## src/rtl/wave_display_if.sv

```systemverilog
// ---------------------------------------------------------------------------
// wave_display_if
// Groups the pixel-stream, sample-RAM and status signals of wave_display.
//   x, y, valid        : current VGA raster position and visibility
//   read_index         : RAM half the capture stage marks as stable
//   read_value         : sample RAM data (valid 1 cycle after read_address)
//   read_address       : {active_index, sample_idx} to the sample RAM
//   valid_pixel, r/g/b : pixel colour driven by wave_display
//   wave_display_idle  : beam outside the waveform window (swap allowed)
// modport slave  : the wave_display block
// modport master : the raster source / RAM / pixel consumer side
// ---------------------------------------------------------------------------
interface wave_display_if;
    logic [10:0] x;
    logic [9:0]  y;
    logic        valid;
    logic        read_index;
    logic [7:0]  read_value;
    logic [8:0]  read_address;
    logic        valid_pixel;
    logic [7:0]  r;
    logic [7:0]  g;
    logic [7:0]  b;
    logic        wave_display_idle;

    modport slave (
        input  x, y, valid, read_index, read_value,
        output read_address, valid_pixel, r, g, b, wave_display_idle
    );

    modport master (
        output x, y, valid, read_index, read_value,
        input  read_address, valid_pixel, r, g, b, wave_display_idle
    );
endinterface

```

## src/rtl/wave_display.sv

```systemverilog
// ---------------------------------------------------------------------------
// wave_display
// Converts the double-buffered 512-entry sample RAM into a connected
// waveform trace (256 samples, 2 px each) inside a 512x512 window of the
// VGA raster. Pixel outputs follow x/y by exactly two clocks.
// Ports:
//   clk   : system clock
//   reset : asynchronous, active-high reset
//   bus   : wave_display_if.slave (raster in, RAM port, pixel out, idle)
// Optional build macro WAVE_DISPLAY_GRID_EN: draws a 404040 grid (centre
// row and every 64th column) on unlit window pixels.
// ---------------------------------------------------------------------------
module wave_display #(
    parameter logic [10:0] X_START    = 11'd128,
    parameter logic [9:0]  WIN_HEIGHT = 10'd512,
    parameter logic [23:0] TRACE_RGB  = 24'hFFFFFF
) (
    input  logic           clk,
    input  logic           reset,
    wave_display_if.slave  bus
);
    localparam logic [10:0] X_LAST    = X_START + 11'd511;
    localparam logic [9:0]  VIS_ROWS  = 10'd600;
`ifdef WAVE_DISPLAY_GRID_EN
    localparam logic [23:0] GRID_RGB  = 24'h404040;
`endif

    logic       w_in_win;
    logic [8:0] w_xo;
    logic [7:0] w_prev_eff;
    logic [7:0] w_pc;
    logic [7:0] w_pp;
    logic [7:0] w_lo;
    logic [7:0] w_hi;
    logic       w_lit;
    logic [23:0] w_rgb_next;

    logic       r_active_index;
    logic [7:0] r_prev_sample;
    logic [7:0] r_ys_s1;
    logic       r_in_win_s1;
    logic       r_odd_s1;
    logic       r_first_s1;
`ifdef WAVE_DISPLAY_GRID_EN
    logic       r_grid_col_s1;
`endif
    logic       r_valid_pixel;
    logic [23:0] r_rgb;
    logic       r_idle;

    // Window membership and 9-bit column offset (modulo 512 is all we need).
    assign w_in_win = bus.valid && (bus.x >= X_START) && (bus.x <= X_LAST)
                      && (bus.y < WIN_HEIGHT);
    assign w_xo     = bus.x[8:0] - X_START[8:0];

    assign bus.read_address      = {r_active_index, w_xo[8:1]};
    assign bus.valid_pixel       = r_valid_pixel;
    assign bus.r                 = r_rgb[23:16];
    assign bus.g                 = r_rgb[15:8];
    assign bus.b                 = r_rgb[7:0];
    assign bus.wave_display_idle = r_idle;

    // Idle flag and buffer selection: the half only changes while idle.
    always_ff @(posedge clk or posedge reset) begin
        if (reset) begin
            r_idle         <= 1'b0;
            r_active_index <= 1'b0;
        end else begin
            r_idle <= (bus.y >= WIN_HEIGHT) || (bus.y >= VIS_ROWS);
            if (r_idle) begin
                r_active_index <= bus.read_index;
            end else begin
                r_active_index <= r_active_index;
            end
        end
    end

    // Stage 1: register pixel position; RAM data for it arrives this cycle.
    always_ff @(posedge clk or posedge reset) begin
        if (reset) begin
            r_ys_s1     <= 8'd0;
            r_in_win_s1 <= 1'b0;
            r_odd_s1    <= 1'b0;
            r_first_s1  <= 1'b0;
`ifdef WAVE_DISPLAY_GRID_EN
            r_grid_col_s1 <= 1'b0;
`endif
        end else begin
            r_ys_s1     <= bus.y[8:1];
            r_in_win_s1 <= w_in_win;
            r_odd_s1    <= w_xo[0];
            r_first_s1  <= (w_xo == 9'd0);
`ifdef WAVE_DISPLAY_GRID_EN
            r_grid_col_s1 <= (w_xo[5:0] == 6'd0);
`endif
        end
    end

    // Previous-sample register. It is also loaded on the first pixel of a
    // row so the second pixel of sample 0 does not connect to the previous
    // row's last sample.
    always_ff @(posedge clk or posedge reset) begin
        if (reset) begin
            r_prev_sample <= 8'd0;
        end else if (r_in_win_s1 && (r_odd_s1 || r_first_s1)) begin
            r_prev_sample <= bus.read_value;
        end else begin
            r_prev_sample <= r_prev_sample;
        end
    end

    // Plot rule: lit when the row lies between previous and current sample.
    always_comb begin
        w_prev_eff = r_first_s1 ? bus.read_value : r_prev_sample;
        w_pc       = 8'd255 - bus.read_value;
        w_pp       = 8'd255 - w_prev_eff;
        if (w_pp < w_pc) begin
            w_lo = w_pp;
            w_hi = w_pc;
        end else begin
            w_lo = w_pc;
            w_hi = w_pp;
        end
        w_lit      = r_in_win_s1 && (r_ys_s1 >= w_lo) && (r_ys_s1 <= w_hi);
        w_rgb_next = 24'h000000;
        if (w_lit) begin
            w_rgb_next = TRACE_RGB;
        end else begin
`ifdef WAVE_DISPLAY_GRID_EN
            if (r_in_win_s1 && ((r_ys_s1 == 8'd128) || r_grid_col_s1)) begin
                w_rgb_next = GRID_RGB;
            end else begin
                w_rgb_next = 24'h000000;
            end
`else
            w_rgb_next = 24'h000000;
`endif
        end
    end

    // Stage 2: registered pixel outputs.
    always_ff @(posedge clk or posedge reset) begin
        if (reset) begin
            r_valid_pixel <= 1'b0;
            r_rgb         <= 24'h000000;
        end else begin
            r_valid_pixel <= r_in_win_s1;
            r_rgb         <= w_rgb_next;
        end
    end
endmodule

```

## src/flat_wrapper.sv

```systemverilog
// flat-port wrapper written by rule: the top's interface ports become plain ports
module wave_display_flat 
#(
    parameter logic [10:0] X_START    = 11'd128,
    parameter logic [9:0]  WIN_HEIGHT = 10'd512,
    parameter logic [23:0] TRACE_RGB  = 24'hFFFFFF
)
  (clk, reset, bus_x, bus_y, bus_valid, bus_read_index, bus_read_value, bus_read_address, bus_valid_pixel, bus_r, bus_g, bus_b, bus_wave_display_idle);
  wave_display_if bus_i ();
  input  logic clk;
  input  logic reset;
  input wire logic [$bits(bus_i.x)-1:0] bus_x;
  input wire logic [$bits(bus_i.y)-1:0] bus_y;
  input wire logic [$bits(bus_i.valid)-1:0] bus_valid;
  input wire logic [$bits(bus_i.read_index)-1:0] bus_read_index;
  input wire logic [$bits(bus_i.read_value)-1:0] bus_read_value;
  output wire logic [$bits(bus_i.read_address)-1:0] bus_read_address;
  output wire logic [$bits(bus_i.valid_pixel)-1:0] bus_valid_pixel;
  output wire logic [$bits(bus_i.r)-1:0] bus_r;
  output wire logic [$bits(bus_i.g)-1:0] bus_g;
  output wire logic [$bits(bus_i.b)-1:0] bus_b;
  output wire logic [$bits(bus_i.wave_display_idle)-1:0] bus_wave_display_idle;
  assign bus_i.x = bus_x;
  assign bus_i.y = bus_y;
  assign bus_i.valid = bus_valid;
  assign bus_i.read_index = bus_read_index;
  assign bus_i.read_value = bus_read_value;
  assign bus_read_address = bus_i.read_address;
  assign bus_valid_pixel = bus_i.valid_pixel;
  assign bus_r = bus_i.r;
  assign bus_g = bus_i.g;
  assign bus_b = bus_i.b;
  assign bus_wave_display_idle = bus_i.wave_display_idle;
  wave_display #(.X_START(X_START), .WIN_HEIGHT(WIN_HEIGHT), .TRACE_RGB(TRACE_RGB)) u_core (.clk(clk), .reset(reset), .bus(bus_i));
endmodule
```

## config.mk

```make
export PLATFORM = sky130hd
export DESIGN_NAME = wave_display_flat
export DESIGN_NICKNAME = d
export VERILOG_FILES = /design/src/rtl/wave_display_if.sv /design/src/rtl/wave_display.sv /design/src/flat_wrapper.sv
export SDC_FILE = /design/constraint.sdc
export NUM_CORES = 1
export LEC_CHECK = 0
export ABC_AREA = 1
export ABC_CLOCK_PERIOD_IN_PS = 5300
export BUFFER_PORTS_ARGS = -buffer_cell sky130_fd_sc_hd__buf_2
export CORE_ASPECT_RATIO = 0.7
export CORE_UTILIZATION = 46
export CTS_BUF_LIST = sky130_fd_sc_hd__clkbuf_4 sky130_fd_sc_hd__clkbuf_8
export DETAILED_ROUTE_END_ITERATION = 12
export HOLD_SLACK_MARGIN = 0.08
export PLACE_DENSITY = 0.75
export SLEW_MARGIN = 25
export SYNTH_ARGS = -nofsm -noshare
export SYNTH_HDL_FRONTEND = slang
export SYNTH_SLANG_ARGS = --single-unit
```

## constraint.sdc

```tcl
create_clock -name clk -period 5.3 [get_ports clk]
set_input_delay 1.06 -clock clk [delete_from_list [all_inputs] [get_ports clk]]
set_output_delay 1.06 -clock clk [all_outputs]
set_load 0.005 [all_outputs]
```

==> flow_summary_export.csv <==
group,metric,value,unit
synthesis,ys_types,21,
cts,cts_resized,0,
cts,htree_num_levels,1,
worst_setup_path,crit_type,"input pin to flip-flop",
power,powerDensity,297,nW/um^2
floorplanning,io_pins,68,
cts,cts_setup_buffers,0,
cts,cts_tree,"built",
cells_and_area,final_layout_size_suffix_gt1_share,26.0,%
min_path,hp-class,"flip-flop to flip-flop",
sta,period_needed,3.47,ns
outcome,status,"finished clean",
cells_and_area,fin_cells,344,
sta,hold_ws,0.466,ns
synthesis,seq_area_frac_synth,29.7,%
routing,drc,0,
cells_and_area,antenna_cells,0,
sta,setup_tns,0,ns
synthesis,synthCells,260,
sta,fin_skew,0.00469,ns
routing,viasPerCell,4.80,
place,gp_congestion,0.799,
power,p_int,0.373,mW
synthesis,synth.ff_latch_count,23,
sta,hold_viol,0,
power,switching_share,40.4,%
sta,finalSetupViolCount,0,
worst_setup_path,cp_max_fo,17,
power,power_frac_clock,17.7,%
routing,first_pass_iters,6,
global_route,grt_pass1_vias,1401,
worst_setup_path,cp.arrival,3.67,ns
cells_and_area,nNetsFinal,351,
routing,drt_iter0_markers,43,
power,finalPower,0.625,mW
cts,cts_buffer_depth,2,
power,p_leak,1.25,nW
global_route,grt_pass1_wl,6170,um
synthesis,ys_warn_count,0,
job,drv_cap,0,
global_route,grt_max_degree,25,
cts,cts.clk_slew.worst_paths,0.08,ns
sta,fmax,288,MHz
sta,rsz0062_at_grt,"false",
synthesis,syn_area,1940,sq um
cts,clkSinkCount,23,
cts,clkLatencyLatePin,0.27,ns
cells_and_area,syn2layout_area_growth,8.59,%
global_route,grt-ovfl-total,0,
routing,antenna_left,0,
cts,ctsHoldBuffers,0,
routing,wl_per_cell,10.8,um
routing,route.vias.total,1651,
floorplanning,die_h,56.3,um
floorplanning,die_w,79.6,um
worst_setup_path,start_kind,"input pin",
sta,relSlewSlack,42.2,%
sta,period_share,65.5,%
place,portBuffers,66,
sta,worst_slew_pin_slew,0.866,ns
power,p_seq_share,33.4,%
place,dpl.hpwl,2980,um
sta,maxSlewViolCount,0,
global_route,antenna_found_initial,0,
synthesis,syn_nets,318,
floorplanning,rows,19,
global_route,grt.total_usage,17.6,%
synthesis,synth_area_per_cell,7.45,sq um
floorplanning,initial_core_util,48.8,%
place,dp_cells,340,
cts,cts_root_buffer,"clkbuf_8",
floorplanning,coreArea,3970,sq um
floorplanning,dieArea,4480,sq um
power,ir_worst_vdd,124,uV
worst_setup_path,endpoint_kind,"flip-flop",
routing,routed_wl,3720,um
power,combPwrFrac,48.9,%
cts,cts_made_buffers,3,
power,p_switching,0.253,mW
worst_setup_path,cp_data_required_time,5.50,ns
[final cells by class]
cell class / count / area (sq um)
timing repair buffer: 66 / 330
multi-input combinational: 171 / 978
clock buffer: 3 / 41.3
fill: 382 / 1870
inverter: 28 / 105
tap: 52 / 65.1
sequential: 23 / 576
clock inverter: 1 / 7.51
[placed cells by master, fill, tap and decap left out]
cell type	instances
nand2_1	67
clkinvlp_4	1
a31oi_1	1
clkbuf_8	3
nor4_1	1
nor2_1	14
o21a_1	3
dfrtp_1	23
ha_1	25
nand3_1	21
a21oi_1	12
buf_2	66
o21ai_2	1
o21ai_0	20
mux2_2	1
inv_2	1
nand2_4	2
nand4_1	2
nand2_2	1
inv_1	27
[power groups by stage]
stage                     clock network (mW)  registers [mW]  logic [mW]
after floorplan                            0           0.210       0.250
after global placement                     0           0.211       0.291
after detailed placement                   0           0.212       0.305
after CTS                              0.118           0.209       0.307
after global routing                   0.124           0.211       0.360
final                                  0.111           0.209       0.306
[layer usage]
layer	track usage [%]	vias to the layer above	share of wire [%]
li1	-	872	-
met1	25.9	731	52
met2	26.6	46	42
met3	4.72	2	5.1
met4	1.56	0	0.21
met5	0	-	0
[state kept, by name, indices dropped and copies added (netlist names)]
signal                        cells
u_core.bus.valid_pixel            1
u_core.r_odd_s1                   1
u_core.r_rgb                      1
u_core.r_in_win_s1                1
u_core.r_active_index             1
u_core.r_first_s1                 1
u_core.bus.wave_display_idle      1
u_core.r_prev_sample              8
u_core.r_ys_s1                    8
[Yosys cell counts]
master	count	share of area, %
a21oi_1	12	3.1
a31oi_1	1	0.32
buf_2	3	0.77
buf_4	31	12
buf_6	2	1.2
clkbuf_1	2	0.39
dfrtp_1	23	30
ha_1	25	16
inv_1	27	5.2
inv_2	1	0.19
mux2_2	1	0.58
nand2_1	67	13
nand2_2	1	0.32
nand2_4	2	1.2
nand3_1	21	5.4
nand4_1	2	0.65
nor2_1	14	2.7
nor4_1	1	0.32
o21a_1	3	1.2
o21ai_0	20	5.2
o21ai_2	1	0.45
[logic make-up after synthesis]
family	after synthesis	share of synthesized area, %
buf+inv	66	19.8
fa+ha+maj	25	16.1
flops	23	29.7
mux	1	0.581
compound gates	37	10.2
simple gates	108	23.6
[worst max-delay path, cell delays in order]
cell and delay, ns:
buf_2 0.12, inv_1 0.05, nand2_1 0.05, o21ai_0 0.13
ha_1 0.36, a21oi_1 0.15, o21a_1 0.52, nand2_4 0.21
nand2_1 0.11, nand2_1 0.07, ha_1 0.29, nand2_1 0.07
nor2_1 0.16, nand4_1 0.10, nand3_1 0.10, nand2_1 0.05
nor2_1 0.07
[final timing paths]
check,from,endpoint,slack (ns),depth (start not counted)
min in group asynchronous,reset,u_core.r_ys_s1[3]$_DFF_PP0_,0.96,2
worst min register to register,u_core.r_in_win_s1$_DFF_PP0_,u_core.bus.valid_pixel$_DFF_PP0_,0.47,0
max in group asynchronous,reset,u_core.r_active_index$_DFFE_PP0P_,3.81,2
worst min-delay path,u_core.r_in_win_s1$_DFF_PP0_,u_core.bus.valid_pixel$_DFF_PP0_,0.47,0
worst max register to register,u_core.r_first_s1$_DFF_PP0_,u_core.r_rgb[22]$_DFF_PP0_,2.09,14
worst max-delay path,bus_read_value[7],u_core.r_rgb[22]$_DFF_PP0_,1.83,17
[per-stage QoR]
stage | utilization [%] | instance area [sq um] | worst slack (ns)
finish | 53.0 | 2100 | 1.83
global route | 53.0 | 2100 | 1.51
CTS | 53.0 | 2100 | 1.85
detailed placement | 51.7 | 2050 | 1.57
global placement | 51.7 | 2050 | 1.64
floorplan | - | 1940 | 2.23
Power figures use the tool's default switching activity.
